[src/rtl/fe_issue_queue.sv]
// fe_issue_queue: in-order decoded-instruction buffer between the front end
// and dispatch. Generates the front-end stall (ready_o), drops all entries
// on a mispredict flush, and counts buffered speculative branches.
module fe_issue_queue #(
  parameter int ELS_P   = 4,
  parameter int WIDTH_P = 32  // set to the decoded-instruction width at instantiation
) (
  input  logic                         clk_i,
  input  logic                         reset_i,
  input  logic                         flush_i,
  input  logic                         valid_i,
  input  logic [WIDTH_P-1:0]           data_i,
  input  logic                         spec_i,
  output logic                         ready_o,
  output logic                         valid_o,
  output logic [WIDTH_P-1:0]           data_o,
  input  logic                         yumi_i,
  output logic [$clog2(ELS_P+1)-1:0]   count_o,
  output logic [$clog2(ELS_P+1)-1:0]   spec_count_o
);

  localparam int PW = $clog2(ELS_P);
  localparam int CW = $clog2(ELS_P+1);

  logic [WIDTH_P-1:0] mem_q [ELS_P];
  logic [ELS_P-1:0]   spec_mem_q;

  logic [PW-1:0] rptr_q, rptr_d, wptr_q, wptr_d;
  logic [CW-1:0] count_q, count_d, spec_count_q, spec_count_d;
  logic          enq, deq;

  // ready_o comes from registers only so the front-end stall has no loop
  // through valid_i/yumi_i; a same-cycle deq does not open a full queue.
  assign ready_o      = (count_q != CW'(ELS_P));
  assign valid_o      = (count_q != '0) & ~flush_i;
  assign data_o       = mem_q[rptr_q];
  assign count_o      = count_q;
  assign spec_count_o = spec_count_q;

  assign enq = valid_i & ready_o & ~flush_i;
  assign deq = yumi_i & valid_o;

  // Next-state for pointers and counters; flush wins over enq/deq.
  always_comb begin
    rptr_d       = rptr_q;
    wptr_d       = wptr_q;
    count_d      = count_q;
    spec_count_d = spec_count_q;
    if (flush_i) begin
      rptr_d       = '0;
      wptr_d       = '0;
      count_d      = '0;
      spec_count_d = '0;
    end else begin
      if (enq) wptr_d = wptr_q + PW'(1);
      if (deq) rptr_d = rptr_q + PW'(1);
      count_d      = count_q + CW'(enq) - CW'(deq);
      spec_count_d = spec_count_q + CW'(enq & spec_i)
                                  - CW'(deq & spec_mem_q[rptr_q]);
    end
  end

  // Control state; async reset discards every entry.
  always_ff @(posedge clk_i or posedge reset_i) begin
    if (reset_i) begin
      rptr_q       <= '0;
      wptr_q       <= '0;
      count_q      <= '0;
      spec_count_q <= '0;
    end else begin
      rptr_q       <= rptr_d;
      wptr_q       <= wptr_d;
      count_q      <= count_d;
      spec_count_q <= spec_count_d;
    end
  end

  // Storage writes; contents need no reset since count gates visibility.
  always_ff @(posedge clk_i) begin
    if (enq) begin
      mem_q[wptr_q]      <= data_i;
      spec_mem_q[wptr_q] <= spec_i;
    end
  end

  // Dispatch must not consume an empty head (flush cycles excepted).
  a_no_yumi_when_empty: assert property (@(posedge clk_i) disable iff (reset_i)
    !(yumi_i && !valid_o && !flush_i));

endmodule

[config.mk]
export PLATFORM = sky130hd
export DESIGN_NAME = fe_issue_queue
export DESIGN_NICKNAME = d
export VERILOG_FILES = /design/src/rtl/fe_issue_queue.sv
export SDC_FILE = /design/constraint.sdc
export NUM_CORES = 1
export LEC_CHECK = 0
export CAP_MARGIN = 20
export CORE_UTILIZATION = 40
export DETAILED_ROUTE_END_ITERATION = 10
export GPL_TIMING_DRIVEN = 0
export PLACE_DENSITY_LB_ADDON = 0.3
export SYNTH_ARGS = -nofsm -noshare
export SYNTH_HDL_FRONTEND = slang
export SYNTH_SLANG_ARGS = --single-unit
[constraint.sdc]
create_clock -name clk_i -period 3.65 [get_ports clk_i]
set_input_delay 0.365 -clock clk_i [delete_from_list [all_inputs] [get_ports clk_i]]
set_output_delay 0.365 -clock clk_i [all_outputs]
set_load 0.03 [all_outputs]
== Word level (Yosys, flattened, before mapping) ==
Memories as Yosys holds them, arrays and structs flattened.
Cells that the tools add are included.

* Bits in registers: 14
* Latch bits: 0
* Memory bits (writable): 128
* Bits in read-only memories: 0
* Input bits: 38
* Word-level logic and storage cells: 40
* Memories kept: 1

{| class="wikitable"
|+ Memories
! memory !! words !! width !! rd ports !! clocked after Yosys merged registers in !! write ports !! line !! source
|-
| mem_q || 4 || 32 || 1 || 0 || 1 || 25 || <nowiki>logic [WIDTH_P-1:0] mem_q [ELS_P];</nowiki>
|}

* Add/subtract/negate cells: 6
* Multiply operators: 0
* Div/mod/pow operators: 0
* Order comparisons: 3
* Equal/unequal tests: 1
* Shift operators: 0
* Mux-type cells: 13
* Bitwise operators: 7
* Reductions and logical operators: 4

{| class="wikitable"
|+ Operators with widths
! operator !! count
|-
| 2-bit 2-to-1 mux || 4
|-
| 3-bit by 1-bit adder with 3-bit output || 2
|-
| 1-bit AND || 6
|-
| 2-bit by 3-bit less-than comparator with 1-bit output (second input constant) || 2
|-
| 3-bit 2-to-1 mux || 2
|-
| 3-bit by 1-bit subtractor with 3-bit output || 2
|-
| 2-bit by 1-bit adder with 2-bit output (second input constant) || 2
|-
| 4-bit bitwise mux || 1
|-
| 1-bit 2-to-1 mux || 4
|-
| 2-bit nonzero test || 2
|-
| 3-bit != test (second input constant) || 1
|-
| 3-bit nonzero test || 1
|-
| 1-bit binary-select mux with 2-bit select || 1
|-
| 1-bit demux with 2-bit select || 1
|-
| 2-bit by 1-bit >= comparator with 1-bit output (second input constant) || 1
|-
| 1-bit logical AND || 1
|-
| 1-bit NOT || 1
|}

== Longest topological paths before layout ==
* Depth in word-level cells: 7
* Mapped depth: 10
* Depth with buffers taken out: 10

== Worst setup path before layout ==
No wires, ideal clock.

* Kind: reg-to-reg
* From: reg count_q[2], in the netlist count_o[2]
* To: mem mem_q[0][0], enable pin
* Setup time: 0.393 ns
* Data arrival time: 1.949 ns
* Setup slack: 1.307 ns
* Stages on the path, launching flop included: 4
* Path buffers: 0
* Cells stage by stage: dfrtp_1 -> nor3b_2 -> nor3_1 -> and2_1

* Longest elaborated chain between the ends: 5

{| class="wikitable"
|+ Ends and longest elaborated chain
! element !! line !! source
|-
| from (decl) || 29 || <nowiki>logic [CW-1:0] count_q, count_d, spec_count_q, spec_count_d;</nowiki>
|-
| from (signal assigned) || 73 || <nowiki>count_q <= count_d;</nowiki>
|-
| 3-bit != test || 34 || <nowiki>assign ready_o = (count_q != CW'(ELS_P));</nowiki>
|-
| 1-bit AND (2 in series) || 40 || <nowiki>assign enq = valid_i & ready_o & ~flush_i;</nowiki>
|-
| 1-bit 2-to-1 mux || 80 || <nowiki>if (enq) begin</nowiki>
|-
| 1-bit 2-to-1 mux (not written as such) || 81 || <nowiki>mem_q[wptr_q] <= data_i;</nowiki>
|-
| to (decl) || 25 ||
|}

No other way between the ends.

== Final worst setup path ==
* From: reg rptr_q[0]
* To: out data_o[30]

* Longest elaborated chain between the ends: 1

{| class="wikitable"
|+ Ends and longest elaborated chain
! element !! line !! source
|-
| from (decl) || 28 || <nowiki>logic [PW-1:0] rptr_q, rptr_d, wptr_q, wptr_d;</nowiki>
|-
| from (signal assigned) || 71 || <nowiki>rptr_q <= rptr_d;</nowiki>
|-
| memory 4 x 32 bit || - ||
|-
| to (decl) || 16 || <nowiki>output logic [WIDTH_P-1:0] data_o,</nowiki>
|}

No other way between the ends.

==> results.toml <==
[final_layout]
fin_area_um2 = 7040
diodes = 0
synthToLayoutAreaGrowth_pct = 29.2
n_fill_cell = 1081
drive_gt1_share_pct = 19.9
num-nets-final = 386

[worst_setup_path]
worstSetupStartpoint = "rptr_q[0]$_DFFE_PP0P_"
crit_path_end = "data_o[30]"
worstSetupEndpointType = "primary output"
cp.required_ns = 3.28
r2r_slack_ns = 1.17
worstReg2RegEnd = "spec_count_o[2]$_DFF_PP0_"
start_kind = "register"
path_max_fanout = 10
r2r-start = "count_o[2]$_DFF_PP0_"
cp.arrival_ns = 2.23
critPathKind = "register to primary output"
worst-r2r-cell-count = 10

[synth]
ys.warnings.count = 0
synth_edf_count = 132
synth_xor_area_share_pct = 0.964
async_flop_share_pct = 7.04
syn-cell-area_um2 = 5450
synthSimpleGateAreaFrac_pct = 2.25
synth_seq_cells = 142
yosysTopAreaCellShare_pct = 72.7
synth_mux_area_share_pct = 14.1
synth_cell_type_count = 27
synth_commonest_cells = "132 x edfxtp_1, 29 x mux4_2, 10 x dfrtp_1, 10 x inv_1, 9 x nor2_1"
synth_compound_area_share_pct = 0.482
synth_adder_area_share_pct = 2.57
synth_area_leaders = "edfxtp_1 73%, mux4_2 12%, dfrtp_1 4.6%"
synth_fp_nets = 286
syn_area_per_cell_um2 = 22.9
synth_top_family_by_area = "multiplexers"
synth.largest_area_cell = "edfxtp_1"
ys_seq_area_share_pct = 77.3
postSynthCellCount = 238
yosysMostFrequentCell = "edfxtp_1"
ys.flop_type = "edfxtp_1"

[clock_network]
cts_buffers = 17
clkTransAtPathRegs_ns = 0.05
clock_latency_ns = 0.40
cts_setup_buffers = 0
clock_sinks = 142
cts_tree = "built"
ctsRootBufferMaster = "clkbuf_16"
htree_num_levels = 4
post_cts_resize_count = 0
clockBufferDepth = 2
hold_buffers = 0

[timing]
post-route-period-util_pct = 71.0
tightest_slew_ns = 0.544
slew_headroom_pct = 63.5
setup_viol = 0
rsz0062_at_grt = "no"
setup_tns_ns = 0
fmax_mhz = 386
hold_viol_final = 0
finalCriticalPeriod_ns = 2.59
slew_violations = 0
skew_ns = 0.00716

[place]
hpwl_um = 5850
place_congestion = 0.700
io_buffers = 77
placed_area_um2 = 6530

[global_route]
grt_max_degree = 23
grt_pass1_wl_um = 14400
grt_usage_pct = 14.2
antenna_found_initial = 0
grt_pass1_vias = 2760
grt_overflow = 0

[routing]
firstDrtPassIters = 4
via_per_inst = 4.88
wl_um = 9170
dr.first_iter.drc_count = 164
ant_nets = 0
vias = 2570
wire_per_inst_um = 17.4
drc = 0

[floorplanning]
pin_count = 78
fp.dieArea_um2 = 14100
coreArea_um2 = 13200
num_rows = 42
die_x_um = 119
die_h_um = 119
initial_core_util_pct = 41.2

[status]
status = "finished, final reports clean"

[job]
maxCapViolCount = 0

[power]
p_per_area_nw_per_um2 = 674
p_leak_nw = 2.37
ir_drop_uv = 320

[min_path]
hold_class = "input port to async pin"
==> logic make-up (layout without fill, tap and decap cells) <==
logic type                 count (synthesis)  count (layout)
buffers and inverters                     19             132
DFF                                      142             142
AOI/OAI and AO/OA                          4               4
and+or+nand+nor                           23              23
xor gates and xnor gates                   6               6
muxes                                     34              34
adders and majority gates                 10              10
==> state kept, by name, indices dropped and copies added, names as in the netlist <==
| register | count |
|---|---|
| spec_count_o | 3 |
| count_o | 3 |
| rptr_q | 2 |
| spec_mem_q | 4 |
| mem_q | 128 |
| wptr_q | 2 |
==> power by group <==
part	leakage [nW]	internal [W]	switching, W	total, W
Combinational	0.778	0.000638	0.000672	0.00131
Sequential	1.33	0.00189	0.0000488	0.00194
Clock	0.258	0.000917	0.000581	0.00150
==> critical path, stage by stage, from the launching register on <==
cell             delay, ns
dfrtp_1               0.33
buf_6                 0.17
buf_8                 0.18
mux4_2                0.52
clkdlybuf4s50_1       0.61
==> stage by stage <==
stage          utilization [%]  setup WS (ns)  power, W  instances  hold WS [ns]
2_1_floorplan                -           1.31   0.00282        238         0.205
3_3_place_gp              48.6          0.373   0.00328        491         0.576
3_5_place_dp              49.3          0.883   0.00330        495         0.591
4_1_cts                   53.2           1.03   0.00481        527         0.258
5_1_grt                   53.2          0.954   0.00494        527         0.311
6_report                  53.2           1.06   0.00474        527         0.262
==> cell usage in the layout (no fill, tap or decap), drive strengths merged <==
cell           count
a21oi              1
and2               5
buf               12
bufinv             1
clkbuf            22
clkdlybuf4s50     77
clkinv            10
dfrtp             10
edfxtp           132
fa                 2
ha                 8
inv               10
mux2i              1
mux4              33
nand2              1
nand2b             2
nor2               9
nor2b              2
nor3               2
nor3b              1
o21ai              1
o311ai             1
o31ai              1
or3                1
xnor2              2
xor2               4
==> metal layers <==
layer  track usage (%)  vias to the layer above  share of wire, %
met1              17.9                     1315                44
met5                 0                        -                 0
li1                  -                     1172                 -
met4              6.33                        0               1.5
met3              4.30                       10               4.4
met2              22.5                       73                50
==> layout make-up <==
type | count | area, µm² | area share (%)
well taps | 176 | 220 | 3.13
clock inverters | 11 | 75.1 | 1.07
repair buffers | 81 | 851 | 12.1
inverters | 10 | 37.5 | 0.533
plain buffers | 9 | 90.1 | 1.28
flip-flops and latches | 142 | 4210 | 59.8
clock buffers | 21 | 440 | 6.25
multi-input cells | 77 | 1110 | 15.8
==> worst min-delay path by stage <==
stage	slack [ns]	cells past startpoint	endpoint	start
2_1_floorplan	0.21	1	count_o[0]$_DFF_PP0_	reset_i
3_3_place_gp	0.58	2	wptr_q[1]$_DFFE_PP0P_	wptr_q[1]$_DFFE_PP0P_
3_5_place_dp	0.59	2	wptr_q[1]$_DFFE_PP0P_	wptr_q[1]$_DFFE_PP0P_
4_1_cts	0.26	2	wptr_q[1]$_DFFE_PP0P_	reset_i
5_1_grt	0.31	2	wptr_q[1]$_DFFE_PP0P_	reset_i
6_report	0.26	2	wptr_q[0]$_DFFE_PP0P_	reset_i
Note: power is estimated with default switching activity, not from simulation.
